$ cat config.mk
export PLATFORM = sky130hd
export DESIGN_NAME = inst_refill_bridge
export DESIGN_NICKNAME = d
export VERILOG_FILES = /design/src/rtl/inst_refill_bridge.sv
export SDC_FILE = /design/constraint.sdc
export NUM_CORES = 1
export LEC_CHECK = 0
export CAP_MARGIN = 10
export CORE_ASPECT_RATIO = 2
export CORE_UTILIZATION = 40
export DETAILED_ROUTE_END_ITERATION = 16
export PLACE_DENSITY = 0.84
export SLEW_MARGIN = 20
export SYNTH_ARGS = -nofsm -noshare
export SYNTH_HDL_FRONTEND = slang
export SYNTH_SLANG_ARGS = --single-unit
export TNS_END_PERCENT = 50
$ cat constraint.sdc
create_clock -name clk -period 1.91 [get_ports clk]
set_input_delay 0.2865 -clock clk [delete_from_list [all_inputs] [get_ports clk]]
set_output_delay 0.2865 -clock clk [all_outputs]
set_load 0.005 [all_outputs]
$ cat src/rtl/inst_refill_bridge.sv
// ---------------------------------------------------------------------------
// inst_refill_bridge
//   Responder end of the instruction-cache miss interface. Each miss becomes
//   one single-word read on the SRAM-like memory port, and the word goes back
//   to the cache with a one-cycle done strobe (the cache's line write enable).
//   Returns whose request was withdrawn or re-addressed mid-flight are dropped.
//
// Optional feature (macro INST_REFILL_TIMEOUT_EN):
//   Adds a watchdog counter. When a memory transaction runs for
//   TIMEOUT_CYCLES cycles it is abandoned: rdata is cleared, err pulses and
//   the FSM returns to IDLE. Without the macro err is constant 0 and the FSM
//   waits indefinitely.
//
// Ports:
//   clk              rising-edge clock
//   resetn           synchronous active-low reset
//   inst_cache_req   miss request (level, held while outstanding)
//   inst_cache_addr  miss address (word aligned)
//   inst_cache_rdata fetched word, registered, held until next completion
//   inst_cache_dok   one-cycle done strobe aligned with valid rdata
//   inst_cache_err   one-cycle timeout strobe
//   mem_req          memory read request, held until mem_addr_ok
//   mem_addr         latched miss address
//   mem_addr_ok      address accepted
//   mem_data_ok      read data valid
//   mem_rdata        read data
// ---------------------------------------------------------------------------
module inst_refill_bridge #(
  parameter int TIMEOUT_CYCLES = 255
) (
  input  logic        clk,
  input  logic        resetn,
  input  logic        inst_cache_req,
  input  logic [31:0] inst_cache_addr,
  output logic [31:0] inst_cache_rdata,
  output logic        inst_cache_dok,
  output logic        inst_cache_err,
  output logic        mem_req,
  output logic [31:0] mem_addr,
  input  logic        mem_addr_ok,
  input  logic        mem_data_ok,
  input  logic [31:0] mem_rdata
);

  typedef enum logic [1:0] {
    IDLE = 2'd0,
    ADDR = 2'd1,
    DATA = 2'd2,
    DONE = 2'd3
  } state_t;

  state_t      state_r;
  logic [31:0] addr_r;
  logic [31:0] rdata_r;
  logic        mem_req_r;
  logic        dok_r;
  logic        err_r;
  logic        hit_s;
  logic        timeout_s;

  // A return is only delivered if the cache still wants this very address.
  assign hit_s = inst_cache_req && (inst_cache_addr == addr_r);

`ifdef INST_REFILL_TIMEOUT_EN
  localparam int CNT_RAW = $clog2(TIMEOUT_CYCLES + 1);
  localparam int CNT_W   = (CNT_RAW < 8) ? 8 : ((CNT_RAW > 16) ? 16 : CNT_RAW);
  // Counter holds cycles already spent; firing at LIMIT-1 means the
  // transaction has used exactly TIMEOUT_CYCLES cycles in ADDR/DATA.
  localparam logic [CNT_W-1:0] CNT_LAST = CNT_W'(TIMEOUT_CYCLES - 1);

  logic [CNT_W-1:0] cnt_r;

  assign timeout_s = ((state_r == ADDR) || (state_r == DATA)) && (cnt_r == CNT_LAST);

  // Watchdog counter: cleared on entry to ADDR, counts while in ADDR/DATA.
  always_ff @(posedge clk) begin
    if (!resetn) begin
      cnt_r <= {CNT_W{1'b0}};
    end else if ((state_r == IDLE) && inst_cache_req) begin
      cnt_r <= {CNT_W{1'b0}};
    end else if ((state_r == ADDR) || (state_r == DATA)) begin
      cnt_r <= cnt_r + {{(CNT_W-1){1'b0}}, 1'b1};
    end else begin
      cnt_r <= cnt_r;
    end
  end
`else
  logic unused_timeout_cfg_s;

  assign timeout_s            = 1'b0;
  assign unused_timeout_cfg_s = (TIMEOUT_CYCLES != 32'sd0);
`endif

  // Refill FSM with registered memory-side and cache-side outputs.
  always_ff @(posedge clk) begin
    if (!resetn) begin
      state_r   <= IDLE;
      addr_r    <= 32'd0;
      rdata_r   <= 32'd0;
      mem_req_r <= 1'b0;
      dok_r     <= 1'b0;
      err_r     <= 1'b0;
    end else begin
      dok_r <= 1'b0;
      err_r <= timeout_s;
      if (timeout_s) begin
        state_r   <= IDLE;
        mem_req_r <= 1'b0;
        rdata_r   <= 32'd0;
      end else begin
        case (state_r)
          IDLE: begin
            if (inst_cache_req) begin
              addr_r    <= inst_cache_addr;
              mem_req_r <= 1'b1;
              state_r   <= ADDR;
            end else begin
              state_r <= IDLE;
            end
          end
          // Request is never withdrawn here; a same-cycle data_ok is ignored.
          ADDR: begin
            if (mem_addr_ok) begin
              mem_req_r <= 1'b0;
              state_r   <= DATA;
            end else begin
              state_r <= ADDR;
            end
          end
          DATA: begin
            if (mem_data_ok) begin
              if (hit_s) begin
                rdata_r <= mem_rdata;
                dok_r   <= 1'b1;
                state_r <= DONE;
              end else begin
                state_r <= IDLE;
              end
            end else begin
              state_r <= DATA;
            end
          end
          // No request sampled here: the cache only hits after its line write.
          DONE: begin
            state_r <= IDLE;
          end
          default: begin
            mem_req_r <= 1'b0;
            state_r   <= IDLE;
          end
        endcase
      end
    end
  end

  assign inst_cache_rdata = rdata_r;
  assign inst_cache_dok   = dok_r;
  assign inst_cache_err   = err_r;
  assign mem_req          = mem_req_r;
  assign mem_addr         = addr_r;

endmodule

---- Word level (Yosys, flattened, before mapping) ----
Index checks and enable logic that the tools add are counted.
cells by class
  eq/ne operators ......................... 6
  multiplexer cells ....................... 9
  reductions and logical operators ........ 7
operators by type and width
  cell                                                                   number
  32-bit equality test                                                   1
  3-bit AND reduction                                                    3
  2-bit one-hot mux with 4 select lines                                  1
  2-bit 2-to-1 mux                                                       3
  2-bit equality test, second input constant                             2
  1-bit 2-to-1 mux                                                       4
  2-bit != test, second input constant                                   2
  2-bit by 1-bit equality test with 1-bit output, second input constant  1
  2-bit logical NOT                                                      1
  1-bit one-hot mux with 2 select lines                                  1
  2-bit AND reduction                                                    1
  2-bit nonzero test                                                     1
  1-bit logical AND                                                      1
word-level totals
  flip-flop bits (word level) ............. 68
  input port bits ......................... 69
  output and inout port bits .............. 67
  logic and storage cells ................. 27

---- Depth between registers and ports, before layout ----
  depth after elaboration ................. 5
  mapped depth ............................ 7
  depth with buffers taken out ............ 6

---- Worst setup path before layout ----
OpenSTA, ideal clock, no wires.
  path kind ............................... reg2reg
  start point ............................. register addr_r[11], in the netlist mem_addr[11]
  end point ............................... register rdata_r[10], in the netlist inst_cache_rdata[10]
  library setup time ...................... 128 ps
  arrival ................................. 1577 ps
  required time ........................... 1782 ps
  path slack .............................. 205 ps
  stages on the path, launching flop included .. 8
  path buffers ............................ 1
  clock period less this slack ............ 1705 ps
  cells stage by stage .................... dfxtp_1 > xnor2_1 > nand4_1 > nor4_2 > nand4_4 > buf_6 > mux2i_1 > nor2_1
on the way
  word-level cells in the longest chain between the ends .. 3
RTL lines
  element                               line  source
  from (decl)                           53    logic [31:0] addr_r;
  from (signal assigned)                114   addr_r <= inst_cache_addr;
  32-bit equality test                  62    assign hit_s = inst_cache_req && (inst_cache_addr == addr_r);
  1-bit logical AND                     62
  3-bit AND reduction (no source line)  n/a
  to (signal assigned)                  133   rdata_r <= mem_rdata;
  to (decl)                             54    logic [31:0] rdata_r;
Every way passes these cells.
A chain may end at the register's enable or synchronous reset.

---- Worst setup path after layout ----
  start point ............................. register addr_r[28], in the netlist mem_addr[28]
  end point ............................... register rdata_r[11], in the netlist inst_cache_rdata[11]
Same word-level chain as after synthesis.

==> results.md <==
* Reg clk slew, reported paths at 0.05 ns
* Synth warn at 0
* Drt drc at 0
* Sequential area share after synthesis at 0.489
* Setup TNS at -0.0731 ns
* Setup violators final at 8
* Mapped Area at 0.00278 mm^2
* Tcrit/Tclk final at 1.01
* Max incr delay on CP at 0.38 ns
* Filler cells at 500
* Hold Path End: mem_addr[14]$_SDFFE_PN0P_
* Slew Viols, Final at 0
* Max Clock Skew at between 0.003 and 0.004 ns
* PnR worst setup slack at -0.0141 ns
* Top-area cell type share of the netlist area at 0.489
* Critical path data required time at 2.12 ns
* Syn nets at 381
* Fin nets at 525
* Vias at 2700
* Pwr per Cell Area at 740 mW/mm^2
* Worst Setup End Kind: register
* Setup CP Type: reg2reg
* Maxcap violations at 0
* R2r startpoint: mem_addr[28]$_SDFFE_PN0P_
* Commonest cells in the netlist: 68 x dfxtp_1, 66 x nand2_1, 38 x nor2_1
* Pre-CTS WS at -0.351 ns
* Port bufs at 134
* Total CTS buffers at 9
* Max Freq at about 520 MHz
* Die W at approximately 61 um
* Hold Crit Class: in2reg
* Post-route ant nets at 0
* Final GP Congestion at around 0.89
* Clock Tree Root: clkbuf_16
* Gr ovfl total at 0
* Ant. Diodes at 0
* Die Ht at 120 um
* Die footprint at 0.00732 mm^2
* Top post-synthesis cells by area: dfxtp_1 49%, mux2i_1 12%, xnor2_1 10%
* Wire length per cell at 15.7 um
* Starting Density at 0.417
* GRT Util Overall at 0.230
* #FFs+latches synth at 68
* CP Cell Sequence: xnor2_1 > nand4_1 > nor4_4 > nand4_4 > clkbuf_16 > mux2i_1 > nor2_1
* Crit Path Max Fanout at 8
* Layout cells sized above 1 at 0.117
* CTS tree: yes
* Vias in the first global route at 2818
* Worst EP arrival at around 2.1 ns
* Core box area at 0.00667 mm^2
* Fin crit period at 1.92 ns
* Synth-to-layout area growth at 70.9%
* Synth area leader: dfxtp_1
* Unrepaired setup endpoints after global routing: true
* Worst skew pair latency at 0.33 ns
* Routed WL at roughly 8600 um
* EDFF count, synth at 0
* Bufs on Longest Clock Path at 2
* Violations in the final reports: setup timing
* Largest net degree at the start of global routing at 37
* Ys async rst share at 0
* Hold Path Depth at 3
* Sink Count at 68
* Synth cell types at 25
* Status: finished with violations
* Ports at approximately 140
* RR Endpoint: inst_cache_rdata[11]$_SDFFE_PN0P_
* DP Wirelength at around 5900 um
* Cell Rows at 42
* Critical Path Source Type: register
* First DRT Iteration DRCs at 117
* First-pass GRT wire length at between 10000 and 15000 um
* CP max stage cell: nor4_4
* # H-tree levels at 3
* Most common cell in the netlist: dfxtp_1
* Hold Slack at ~0.25 ns
* Hold Crit Start: inst_cache_addr[14]
* Final-report hold violation count at 0
* Leakage Power at ~2.2 nW
* R2r worst-path depth at 7
* Syn Inst Count at 312
* VDD IR max at roughly 0.00054 V
* Avg Synthesized Cell Area at just under 9 um^2
* # hold bufs at CTS at 0
* First-pass DRT Iterations at 4
* Vias per cell at 4.92
* R2R Setup Slk at -0.01 ns
* Main synth FF type: dfxtp_1
* Initial antenna violation count at 0
routing by layer:
metal  global-route usage  up-vias  share of wire
li1                     -     1316              -
met3               0.0603       22          0.044
met4                0.125        0          0.032
met5                    0        -              0
met2                0.422       98           0.58
met1                0.217     1264           0.34
where the power goes:
part           internal, W  switching, W
registers          0.00147     0.0000516
logic             0.000307      0.000205
clock network     0.000903      0.000585
total              0.00268      0.000841
cell type report:
type                       instances  area (um^2)  area share
sequential                        68         1380       0.289
tap                               88          110      0.0231
clock buffer                      11          243      0.0510
clock inverter                     5         27.5     0.00578
timing repair buffer             151         1610       0.338
multi-input combinational        224         1390       0.291
inverter                           2         7.51     0.00158
cells in the final DEF (no fill, tap or decap), types with 2 or more instances in the layout:
cell type / synthesis / routed
buf_12: 0 / 2
clkbuf_16: 0 / 12
mux2i_1: 32 / 28
dfxtp_2: 0 / 8
nand4_1: 7 / 7
nor2_1: 38 / 38
xnor2_1: 32 / 28
dlymetal6s2s_1: 0 / 24
buf_4: 1 / 11
nand2_1: 66 / 66
clkinv_2: 0 / 4
a21oi_1: 35 / 35
dfxtp_1: 68 / 59
mux2i_2: 0 / 4
clkdlybuf4s50_1: 0 / 110
xnor2_2: 0 / 4
kinds of logic (layout without fill, tap and decap cells):
family	after synthesis	count (layout)	synth area share
AO/OA/AOI/OAI	39	39	0.0728
XOR/XNOR	32	32	0.101
buffers and inverters	20	169	0.0364
flip-flops	68	68	0.489
multiplexers	32	32	0.115
other	1	1	0.00135
AND/OR/NAND/NOR	120	120	0.185
through the flow:
stage / power, W / instances / instance area, um^2 / utilization
6_report: 0.00352 / 549 / 4760 / 0.713
3_3_place_gp: 0.00204 / 526 / 4250 / 0.636
2_1_floorplan: 0.00174 / 312 / 2780 / -
4_1_cts: 0.00355 / 542 / 4530 / 0.678
5_1_grt: 0.00368 / 549 / 4760 / 0.713
3_5_place_dp: 0.00205 / 526 / 4250 / 0.636
flip-flops by register name, summed over array words and instances (netlist names):
| name | count |
|---|---|
| inst_cache_dok | 1 |
| mem_addr | 32 |
| state_r | 2 |
| mem_req | 1 |
| inst_cache_rdata | 32 |
worst max-delay path, delay by kind of cell, from the launching register on:
family                 cells  cell delay, ns
buffers and inverters      1            0.24
XOR/XNOR                   1            0.19
AND/OR/NAND/NOR            4            0.87
flip-flops                 1            0.33
multiplexers               1            0.16
what timing repair did:
item | CTS | global route
endpoints found under the setup margin | 8 | 33
cloned | 0 | 4
resized for setup | 1 | 43
pin swaps | 0 | 20
setup buffers | 0 | 3
worst max-delay path by stage:
stage	cells after the start	from	end	slack, ns
floorplan	7	mem_addr[11]$_SDFFE_PN0P_	inst_cache_rdata[10]$_SDFFE_PN0P_	0.21
global placement	8	inst_cache_addr[1]	inst_cache_rdata[18]$_SDFFE_PN0P_	-0.30
detailed placement	8	inst_cache_addr[29]	inst_cache_rdata[11]$_SDFFE_PN0P_	-0.35
CTS	8	inst_cache_addr[29]	inst_cache_rdata[11]$_SDFFE_PN0P_	0.02
global route	7	mem_addr[28]$_SDFFE_PN0P_	inst_cache_rdata[11]$_SDFFE_PN0P_	-0.18
finish	7	mem_addr[28]$_SDFFE_PN0P_	inst_cache_rdata[11]$_SDFFE_PN0P_	-0.01
(Power assumes the default switching activity.)
